$ cat config.mk
export PLATFORM = sky130hd
export DESIGN_NAME = product_accumulator
export DESIGN_NICKNAME = d
export VERILOG_FILES = /design/src/rtl/mac_pkg.sv /design/src/rtl/sat_adder.sv /design/src/rtl/product_accumulator.sv
export SDC_FILE = /design/constraint.sdc
export NUM_CORES = 1
export LEC_CHECK = 0
export ABC_AREA = 1
export CAP_MARGIN = 25
export CORE_ASPECT_RATIO = 1.4
export CORE_MARGIN = 1.5
export CORE_UTILIZATION = 52
export CTS_CLUSTER_DIAMETER = 30
export DETAILED_ROUTE_END_ITERATION = 12
export GPL_ROUTABILITY_DRIVEN = 0
export PLACE_DENSITY = 0.81
export SYNTH_ARGS = -nofsm -noshare
export SYNTH_HDL_FRONTEND = slang
export SYNTH_SLANG_ARGS = --single-unit
$ cat constraint.sdc
create_clock -name clk -period 2.1 [get_ports clk]
set_clock_uncertainty 0.15 [all_clocks]
set_input_delay 0.42 -clock clk [delete_from_list [all_inputs] [get_ports clk]]
set_output_delay 0.42 -clock clk [all_outputs]
set_load 0.01 [all_outputs]
$ cat src/rtl/mac_pkg.sv
// Shared types and constants for the multiplier / accumulator datapath.
package mac_pkg;

   typedef enum logic [1:0] {
      IDLE  = 2'd0,
      ACCUM = 2'd1,
      HOLD  = 2'd2
   } state_t;

   localparam int unsigned PROD_W    = 9;
   localparam int unsigned MAX_TERMS = 255;
   localparam int unsigned CNT_W     = 8;

endpackage

$ cat src/rtl/sat_adder.sv
// Unsigned ACC_W + ACC_W adder that clamps to all-ones on carry-out.
module sat_adder #(
   parameter int unsigned ACC_W = 16
) (
   input  logic [ACC_W-1:0] a,
   input  logic [ACC_W-1:0] b,
   output logic [ACC_W-1:0] sum_c,
   output logic             sat_c
);

   logic [ACC_W:0] full;

   assign full  = {1'b0, a} + {1'b0, b};
   assign sat_c = full[ACC_W];
   assign sum_c = sat_c ? '1 : full[ACC_W-1:0];

endmodule

$ cat src/rtl/product_accumulator.sv
// Sums N_TERMS products from the multiplier into one result on a valid/ready port,
// with a one-entry pending buffer for products arriving while a result waits.
module product_accumulator
   import mac_pkg::*;
#(
   parameter int unsigned IN_W    = PROD_W,
   parameter int unsigned ACC_W   = 16,
   parameter int unsigned N_TERMS = 4
) (
   input  logic                 clk,
   input  logic                 rst,
   input  logic                 clear,
   input  logic [IN_W-1:0]      prod_in,
   input  logic                 prod_valid,
   output logic [ACC_W-1:0]     acc_out,
   output logic                 acc_sat,
   output logic                 acc_valid,
   input  logic                 acc_ready,
   output logic [CNT_W-1:0]     term_cnt,
   output logic                 drop_err
);

   // Out-of-range term counts are clamped into the legal 2..MAX_TERMS window.
   localparam int unsigned TERMS = (N_TERMS < 2) ? 2 :
                                   (N_TERMS > MAX_TERMS) ? MAX_TERMS : N_TERMS;
   localparam logic [CNT_W-1:0] LAST_CNT = CNT_W'(TERMS);

   state_t             state, state_nx;
   logic [ACC_W-1:0]   acc_nx;
   logic               sat_nx;
   logic               valid_nx;
   logic [CNT_W-1:0]   cnt_nx;
   logic               drop_nx;
   logic               pend_full, pend_full_nx;
   logic [IN_W-1:0]    pend_val, pend_val_nx;

   logic [ACC_W-1:0]   prod_ext;
   logic [ACC_W-1:0]   pend_ext;
   logic [ACC_W-1:0]   acc_sum;
   logic               acc_sum_sat;
   logic [ACC_W-1:0]   pend_sum;
   logic               pend_sum_sat;
   logic               handshake;
   logic [CNT_W-1:0]   cnt_inc;

   assign prod_ext  = ACC_W'(prod_in);
   assign pend_ext  = ACC_W'(pend_val);
   assign handshake = acc_valid && acc_ready;
   assign cnt_inc   = term_cnt + CNT_W'(1);

   sat_adder #(.ACC_W(ACC_W)) u_add_acc (
      .a     (acc_out),
      .b     (prod_ext),
      .sum_c (acc_sum),
      .sat_c (acc_sum_sat)
   );

   sat_adder #(.ACC_W(ACC_W)) u_add_pend (
      .a     (pend_ext),
      .b     (prod_ext),
      .sum_c (pend_sum),
      .sat_c (pend_sum_sat)
   );

   // Next-state and next-output logic.
   always_comb begin
      state_nx     = state;
      acc_nx       = acc_out;
      sat_nx       = acc_sat;
      valid_nx     = acc_valid;
      cnt_nx       = term_cnt;
      drop_nx      = drop_err;
      pend_full_nx = pend_full;
      pend_val_nx  = pend_val;

      case (state)
         IDLE: begin
            if (prod_valid) begin
               acc_nx   = prod_ext;
               sat_nx   = 1'b0;
               cnt_nx   = CNT_W'(1);
               state_nx = ACCUM;
            end
         end

         ACCUM: begin
            if (prod_valid) begin
               acc_nx = acc_sum;
               sat_nx = acc_sat | acc_sum_sat;
               cnt_nx = cnt_inc;
               if (cnt_inc == LAST_CNT) begin
                  state_nx = HOLD;
                  valid_nx = 1'b1;
               end
            end
         end

         HOLD: begin
            if (handshake) begin
               pend_full_nx = 1'b0;
               valid_nx     = 1'b0;
               if (!pend_full && !prod_valid) begin
                  state_nx = IDLE;
                  cnt_nx   = '0;
               end else if (!pend_full) begin
                  state_nx = ACCUM;
                  acc_nx   = prod_ext;
                  sat_nx   = 1'b0;
                  cnt_nx   = CNT_W'(1);
               end else if (!prod_valid) begin
                  state_nx = ACCUM;
                  acc_nx   = pend_ext;
                  sat_nx   = 1'b0;
                  cnt_nx   = CNT_W'(1);
               end else begin
                  acc_nx = pend_sum;
                  sat_nx = pend_sum_sat;
                  cnt_nx = CNT_W'(2);
                  if (LAST_CNT == CNT_W'(2)) begin
                     state_nx = HOLD;
                     valid_nx = 1'b1;
                  end else begin
                     state_nx = ACCUM;
                  end
               end
            end else if (prod_valid) begin
               if (!pend_full) begin
                  pend_full_nx = 1'b1;
                  pend_val_nx  = prod_in;
               end else begin
                  drop_nx = 1'b1;
               end
            end
         end

         default: begin
            state_nx = IDLE;
         end
      endcase
   end

   // State, datapath and output registers; clear behaves like reset.
   always_ff @(posedge clk or posedge rst) begin
      if (rst) begin
         state     <= IDLE;
         acc_out   <= '0;
         acc_sat   <= 1'b0;
         acc_valid <= 1'b0;
         term_cnt  <= '0;
         drop_err  <= 1'b0;
         pend_full <= 1'b0;
         pend_val  <= '0;
      end else if (clear) begin
         state     <= IDLE;
         acc_out   <= '0;
         acc_sat   <= 1'b0;
         acc_valid <= 1'b0;
         term_cnt  <= '0;
         drop_err  <= 1'b0;
         pend_full <= 1'b0;
         pend_val  <= '0;
      end else begin
         state     <= state_nx;
         acc_out   <= acc_nx;
         acc_sat   <= sat_nx;
         acc_valid <= valid_nx;
         term_cnt  <= cnt_nx;
         drop_err  <= drop_nx;
         pend_full <= pend_full_nx;
         pend_val  <= pend_val_nx;
      end
   end

endmodule

==> flow_summary_export.csv, run 1 <==
group,metric,value,unit
clock_tree,clockBufferDepth,2,
sta,fin_crit,2.07,ns
logic_synthesis,ys_seq_area_share,27.4,%
die,design.die.area,0.00735,mm²
logic_synthesis,syn_avg_cell_area,6.71,µm²
logic_synthesis,synth_seq_cells,39,
placed_design,dp_hpwl,7630,µm
setup_path,critPathSlowestCell,"dfrtp_1",
cells_and_area,regArea,977,µm²
clock_tree,cts_buffers,5,
die,start_util,53.8,%
power,power_density,992,mW/mm²
clock_tree,cts-root-buf,"clkbuf_8",
grt,grt_pass1_vias,4171,
setup_path,r2r-start,"acc_out[0]",
drt,vias,4259,
clock_tree,clk_pin_slew_worst_paths,0.09,ns
sta,slew_headroom,66.2,%
drt,firstDrtPassIters,5,
setup_path,r2r-end,"acc_out[2]",
die,die_w,72.9,µm
clock_tree,cts_hold_buf,0,
sta,setup_viol,0,
cells_and_area,fillers,453,
power,ir_drop,569,µV
die,num_rows,35,
placed_design,placed_area,0.00459,mm²
logic_synthesis,synth_warnings,0,
cells_and_area,syn_to_final_growth,41.1,%
clock_tree,cts.htree.levels,2,
logic_synthesis,synth_edf_count,0,
cells_and_area,final_common_cell,"nand2_1",
logic_synthesis,synth_area,0.00356,mm²
clock_tree,insertion_delay,0.31,ns
setup_path,crit_end,"acc_out[2]",
placed_design,dp.cells,721,
sta,slew_violations,0,
die,coreArea,0.00661,mm²
cells_and_area,layout_common_cells,"172 x nand2_1, 78 x buf_4, 73 x inv_1",
power,p_leak,0.00263,µW
die,die-height,101,µm
grt,grt_max_degree,40,
placed_design,port_buffers,40,
outcome,status,"finished clean",
grt,antenna_found_initial,0,
die,io_pins,41,
flow_run,max_cap_violations,0,
drt,via_per_inst,5.76,
sta,period_share,98.5,%
setup_path,critPathArrivalTime,2.12,ns
setup_path,worstSetupStartpointType,"flop",
cells_and_area,design_area,0.00502,mm²
cells_and_area,antenna_cells,0,
logic_synthesis,syn_nets,572,
sta,max_slew.worst_pin.slew,0.505,ns
cells_and_area,nets,689,
setup_path,cp-end-kind,"flop",
grt,grt_overflow_total,0,
clock_tree,clock-sinks,39,
clock_tree,cts_tree,"built",
logic_synthesis,synth_async_sr_flop_share,100,%
cells_and_area,layout.cells.non_filler,740,
setup_path,worstPathCellList,"ha_2, fa_2, nand3_2, nand3_2, nand3_2, nand3_4, nand2_4, nand3_1, nand2_1, nand2_1, nand2_1, nand2_1",
drt,routed_wl,11700,µm
sta,clock.fmax,484,MHz
sta,rsz0062_at_grt,"true",
drt,drcViolationCount,0,
sta,hold_viol,0,
setup_path,r2r_slack,0.03,ns
setup_path,cpPeakStageDelay,0.39,ns
drt,routedWlPerCell,15.8,µm
setup_path,worstRegToRegCells,12,
setup_path,cp.required,2.15,ns
drt,ant_nets,0,
cells_and_area,drive_gt1_share,23.1,%
drt,drt_iter0_markers,355,
cells_and_area,multiInputGateArea,0.00247,mm²
setup_path,criticalPathCategory,"flop to flop",
min_path,hp-class,"input pin to asynchronous set/reset pin",
logic_synthesis,ys_types,40,
grt,track_usage,31.8,%
grt,grt_first_pass_wirelength,18400,µm
setup_path,cp-startpoint,"acc_out[0]",
logic_synthesis,syn-instance-count,530,
setup_path,cpMostUsedCell,"nand2_1",
logic_synthesis,synthFlopType,"dfrtp_1",
setup_path,worst-path-max-fanout,6,
## where the power goes
| part | total (µW) | switching [µW] | internal [µW] | leakage, µW |
|---|---|---|---|---|
| combinational | 3240 | 1800 | 1440 | 0.00205 |
| clock | 667 | 313 | 354 | 0.0000581 |
| sequential | 1060 | 177 | 886 | 0.000522 |
## what timing repair did
action | in CTS | in global routing
setup endpoints to repair | 17 | 19
hold endpoints to repair | 0 | 0
pin swaps | 7 | 16
gates resized for setup | 33 | 23
buffers inserted | 5 | 5
cloned | 1 | 0
## sequential cells by signal, indices dropped and copies added, names as in the netlist
signal / cells
acc_out: 16
drop_err: 1
acc_sat: 1
acc_valid: 1
pend_val: 9
state: 2
pend_full: 1
term_cnt: 8
## critical path, delay by kind of cell (launching register included)
kind	cells	cell delay (ns)
and+or+nand+nor	10	0.86
adders and majority gates	2	0.56
DFF	1	0.39
## cells in the mapped netlist (4+ instances only)
cell / n / share of area, %
a211oi_1: 4 / 0.84
clkbuf_1: 6 / 0.63
o21ai_0: 26 / 3.7
nand3b_1: 6 / 1.3
nor2_1: 21 / 2.2
nand3_1: 56 / 7.9
ha_1: 26 / 9.1
o22ai_1: 4 / 0.70
xnor2_1: 4 / 0.99
o211a_1: 5 / 1.4
a21oi_1: 26 / 3.7
nand2_1: 181 / 19
nand4_1: 10 / 1.8
nand2_4: 4 / 1.3
inv_1: 73 / 7.7
dfrtp_1: 39 / 27
o211ai_1: 5 / 1.1
## metal layers
layer | routed length (µm) | global-route usage (%)
met1 | 4280 | 34.3
met2 | 6050 | 57.0
met3 | 754 | 4.60
met4 | 618 | 19.9
met5 | 0 | 0
## cell families (layout without fill, tap and decap cells)
kind of cell             after synthesis  count (layout)  share of synthesized area, %
XOR/XNOR                               6               6                          1.48
AND/OR/NAND/NOR                      289             290                          36.6
buffers and inverters                 90             207                          10.2
flip-flops                            39              39                          27.4
adder cells (fa/ha/maj)               28              28                          10.3
AO/OA/AOI/OAI                         78              78                          14.0
## cell type report
type	count	share of cell area [%]
Tap cell	92	2.29
Sequential cell	39	19.5
Clock buffer	5	1.37
Clock inverter	3	0.873
Timing Repair Buffer	122	20.8
Multi-Input combinational cell	402	49.3
Inverter	77	5.81
## worst min-delay path by stage
stage	end	cells after the start	from
floorplan	state[1]	2	state[1]
global placement	acc_valid	2	acc_valid
detailed placement	acc_valid	2	acc_valid
CTS	term_cnt[5]	3	rst
global route	term_cnt[6]	3	rst
finish	term_cnt[6]	3	rst
## stage by stage
stage	hold slack (ns)	setup TNS, ns	utilization [%]	total power, µW	setup WS (ns)
CTS	0.339	-0.0540	73.7	4680	-0.0217
global route	0.347	-1.77	75.9	5290	-0.149
finish	0.323	0	75.9	4970	0.0320
global placement	0.335	-7.98	69.4	3780	-0.516
floorplan	0.341	0	-	2730	0.00330
detailed placement	0.345	-9.20	69.4	3860	-0.590
(Power assumes the default switching activity.)
==> run 2, diff against run 1 <==
--- a/constraint.sdc
+++ b/constraint.sdc
@@ -3,3 +3,3 @@
 set_input_delay 0.42 -clock clk [delete_from_list [all_inputs] [get_ports clk]]
 set_output_delay 0.42 -clock clk [all_outputs]
-set_load 0.01 [all_outputs]
+set_load 0.1 [all_outputs]
==> flow_summary_export.csv, run 2 (synthesis gave the netlist of run 1 again) <==
group,metric,value,unit
outcome,status,"finished, violations left",
outcome,failed_checks,"setup timing",
power,ir_drop,596,µV
sta,clock.fmax,449,MHz
grt,grt_pass1_vias,4309,
sta,fin_hold_ws,0.325,ns
die,die-height,101,µm
clock_tree,clk_pin_slew_worst_paths,0.09,ns
clock_tree,cts_buffers,5,
sta,slew_headroom,67.3,%
sta,slew_violations,0,
flow_run,max_cap_violations,0,
cells_and_area,largest_register,"acc_out",
clock_tree,clock-sinks,39,
drt,routedWlPerCell,16.8,µm
grt,grt_first_pass_wirelength,19300,µm
power,power_density,1140,mW/mm²
clock_tree,cts_tree,"built",
clock_tree,cts-root-buf,"clkbuf_8",
clock_tree,insertion_delay,0.31,ns
cells_and_area,drive_gt1_share,28.3,%
setup_path,worstSetupStartpointType,"flop",
min_path,hp-class,"input pin to asynchronous set/reset pin",
clock_tree,clockBufferDepth,2,
sta,setup_ws,-0.126,ns
die,start_util,53.8,%
grt,gr-usage-met1,36.8,%
drt,drcViolationCount,0,
die,coreArea,0.00661,mm²
cells_and_area,largest_register_ffs,16,
setup_path,cp.required,2.15,ns
grt,grt_util_met3,7.30,%
grt,grt_overflow_total,0,
drt,ant_nets,0,
cells_and_area,syn_to_final_growth,48.3,%
power,p_leak,0.00270,µW
setup_path,critPathArrivalTime,2.28,ns
die,die_w,72.9,µm
sta,hold_viol,0,
die,io_pins,41,
setup_path,criticalPathCategory,"flop to flop",
grt,antenna_found_initial,0,
grt,grt_max_degree,40,
placed_design,dp.cells,723,
cells_and_area,layout_common_cells,"170 x nand2_1, 74 x buf_4, 73 x inv_1",
grt,busiest_layer,"met2",
sta,rsz0062_at_grt,"true",
cells_and_area,final_common_cell,"nand2_1",
drt,firstDrtPassIters,6,
clock_tree,cts_hold_buf,0,
sta,fin_crit,2.23,ns
placed_design,port_buffers,40,
grt,track_usage,33.4,%
drt,routed_wl,12300,µm
drt,drt_iter0_markers,407,
cells_and_area,utilization,79.7,%
sta,max_slew.worst_pin.slew,0.486,ns
die,num_rows,35,
drt,via_per_inst,5.86,
grt,grtUsageMet2,58.4,%
sta,setup_viol,11,
placed_design,dpl_worst_slack,-0.566,ns
setup_path,worstRegToRegCells,12,
cells_and_area,nets,683,
setup_path,cp-end-kind,"flop",
placed_design,dp_hpwl,8120,µm
cells_and_area,reg_top3,"acc_out: 16 flops, pend_val: 9 flops, term_cnt: 8 flops",
cells_and_area,layout.cells.non_filler,734,
drt,vias,4301,
sta,period_share,106,%
clock_tree,cts.htree.levels,2,
setup_path,worst-path-max-fanout,6,
die,design.die.area,0.00735,mm²
cells_and_area,antenna_cells,0,
==> run 2: changes by cell type in the layout (fill, tap and decap cells not counted), sizes merged <==
cell	delta
buf	+21
clkdlybuf4s15	+1
clkdlybuf4s50	-28
==> run 2: per-layer routing <==
layer | wire length [µm] | up-vias
li1 | - | 1951
met3 | 898 | 94
met1 | 4500 | 1990
met2 | 6240 | 266
met4 | 687 | 0
met5 | 0 | -
==> run 2: path summary, 6_finish.rpt <==
path	slack, ns	start	end
worst max register to register	-0.13	acc_out[0]	acc_out[4]
min in group clk	0.39	acc_valid	acc_valid
worst min-delay path	0.33	rst	term_cnt[7]
worst max-delay path	-0.13	acc_out[0]	acc_out[4]
worst min register to register	0.39	acc_valid	acc_valid
max in group asynchronous	1.25	rst	acc_out[6]
==> run 2: critical path: stages (launching register included) <==
cell     delay [ns]
dfrtp_4        0.51
ha_4           0.18
fa_2           0.36
nand3_2        0.08
nand3_2        0.09
nand3_2        0.09
nand3_4        0.10
nand2_4        0.15
nand2_1        0.08
nand2_1        0.10
nand3_1        0.09
nand2_1        0.08
nand2_1        0.06
==> run 2: stage by stage <==
step	TNS [ns]	total power [µW]	instance area, µm²
after global placement	-8.62	4670	4920
final	-0.621	6010	5270
after CTS	-0.0171	5590	5130
after floorplan	-1.54	3360	3640
after detailed placement	-10.09	4780	4920
after global routing	-1.54	6290	5270
==> run 2: final cells by class <==
cell class	count	area, µm²
Tap cell	92	115
Clock inverter	3	43.8
Sequential cell	39	1010
Timing Repair Buffer	116	1260
Inverter	77	292
Fill cell	400	1340
Clock buffer	5	68.8
Multi-Input combinational cell	402	2480
==> run 2: report_power, final <==
part | switching (µW) | total (µW) | internal, µW
sequential | 205 | 1120 | 914
clock | 316 | 671 | 354
combinational | 2510 | 4230 | 1710
total | 3030 | 6010 | 2980
==> run 2: what timing repair did <==
item	CTS	global route
endpoints found under the setup margin	17	22
pin swaps	5	12
resized for setup	23	29
buffers inserted	0	2
cloned	1	0
==> run 3, diff against run 2 <==
- CORE_MARGIN: 1.5 -> 2
==> flow_summary_export.csv, run 3 (synthesis gave the netlist of run 1 again) <==
group,metric,value,unit
die,start_util,53.8,%
sta,setup_viol,3,
drt,vias,4167,
clock_tree,cts_buffers,5,
clock_tree,cts.htree.levels,2,
placed_design,dp_hpwl,8070,µm
drt,routed_wl,11500,µm
power,p_leak,0.00268,µW
sta,slew_headroom,63.9,%
sta,finalSetupTns,-0.0415,ns
die,die_w,73.9,µm
setup_path,cp-end-kind,"flop",
sta,slew_violations,0,
placed_design,dpl_worst_slack,-0.553,ns
setup_path,cpMostUsedCell,"nand2_1",
cells_and_area,syn_to_final_growth,46.5,%
grt,grt_max_degree,40,
outcome,status,"finished, violations left",
sta,rsz0062_at_grt,"true",
grt,grt_util_met3,4.73,%
placed_design,port_buffers,40,
drt,drt_iter0_markers,280,
clock_tree,cts-root-buf,"clkbuf_8",
power,pwr-share-seq,18.8,%
power,ir_drop,886,µV
cells_and_area,antenna_cells,0,
setup_path,worst-path-max-fanout,6,
power,switching_share,49.0,%
setup_path,worstPathCellList,"ha_4, fa_2, nand3_2, nand3_2, nand3_2, nand3_4, nand2_4, nand2_1, nand2_1, nand3_1, nand2_1, nand2_1",
cells_and_area,multiInputGateArea,0.00245,mm²
drt,ant_nets,0,
grt,grt_first_pass_wirelength,18900,µm
cells_and_area,regArea,0.00101,mm²
cells_and_area,nets,679,
setup_path,cp.required,2.14,ns
clock_tree,clockBufferDepth,2,
sta,max_slew.worst_pin.slew,0.541,ns
drt,routedWlPerCell,15.8,µm
cells_and_area,largest_register_ffs,16,
power,p_int,2970,µW
clock_tree,clock-sinks,39,
power,combPwrFrac,67.7,%
grt,busiest_layer,"met2",
grt,grt_pass1_vias,4202,
grt,track_usage,32.0,%
clock_tree,clk_pin_slew_worst_paths,0.08,ns
setup_path,cpPeakStageDelay,0.50,ns
clock_tree,insertion_delay,0.30,ns
min_path,hp-class,"input pin to flop",
drt,via_per_inst,5.71,
power,power_density,1120,mW/mm²
cells_and_area,reg_top3,"acc_out: 16 flops, pend_val: 9 flops, term_cnt: 8 flops",
power,p_sw,2850,µW
clock_tree,cts_tree,"built",
clock_tree,cts_hold_buf,0,
outcome,failed_checks,"setup timing",
setup_path,critPathSlowestCell,"dfrtp_4",
cells_and_area,utilization,78.8,%
grt,grt_overflow_total,0,
drt,firstDrtPassIters,5,
sta,period_share,101,%
cells_and_area,fillers,423,
sta,setup_ws,-0.0188,ns
setup_path,worstSetupStartpointType,"flop",
die,io_pins,41,
sta,clock.fmax,472,MHz
sta,fin_crit,2.12,ns
clock_tree,cts_setup_buffers,0,
grt,grtUsageMet2,55.8,%
cells_and_area,layout_common_cells,"178 x nand2_1, 73 x inv_1, 71 x buf_4",
setup_path,critPathArrivalTime,2.16,ns
grt,antenna_found_initial,0,
sta,fin_hold_ws,0.343,ns
cells_and_area,final_common_cell,"nand2_1",
die,coreArea,0.00661,mm²
grt,gr-usage-met1,36.5,%
cells_and_area,drive_gt1_share,27.3,%
flow_run,max_cap_violations,0,
drt,drcViolationCount,0,
die,design.die.area,0.00753,mm²
die,die-height,102,µm
power,clkPwrFrac,13.4,%
die,num_rows,35,
sta,hold_viol,0,
setup_path,criticalPathCategory,"flop to flop",
cells_and_area,largest_register,"acc_out",
## run 3: power groups by stage
stage	clock network (µW)	logic (µW)	registers (µW)
after floorplan	0	1710	1650
after global placement	0	3590	1080
after detailed placement	0	3690	1080
after CTS	788	3830	1080
after global routing	824	4210	1110
final	782	3940	1090
## run 3: final cells by class
type,instances,share of cell area (%)
clock buffer,5,1.32
tap,92,2.21
timing repair buffer,112,23.2
inverter,77,5.60
sequential,39,19.3
multi-input combinational,402,47.1
clock inverter,3,1.30
## run 3: worst paths after layout
check	start	slack (ns)	depth (start not counted)	end
setup / recovery	acc_out[0]	-0.02	12	acc_out[1]
max in group asynchronous	rst	0.97	3	acc_out[0]
hold reg to reg	acc_valid	0.39	2	acc_valid
hold / removal	prod_in[1]	0.34	3	pend_val[1]
setup reg to reg	acc_out[0]	-0.02	12	acc_out[1]
min in group asynchronous	rst	0.39	3	term_cnt[6]
## run 3: repair_timing
action                     4_1_cts  5_1_grt
setup endpoints to repair       15       21
pin swaps                        2        5
gates cloned                     0        1
gates resized for setup         22       22
## run 3: critical path: cells and delay by family (launching register included)
family	cells	cell delay [ns]
fa+ha+maj	2	0.53
simple gates	10	0.83
flops	1	0.50
## run 3: through the flow
stage / power, µW / cells / area [µm²]
after detailed placement: 4770 / 721 / 4890
after CTS: 5700 / 729 / 5130
after global routing: 6150 / 730 / 5210
after global placement: 4670 / 721 / 4890
final: 5810 / 730 / 5210
after floorplan: 3360 / 530 / 3640
## run 3: per-layer routing
metal	share of wire, %	routed length (µm)
met5	0	0
met4	5.2	602
met3	6.1	699
met2	51	5890
met1	38	4350
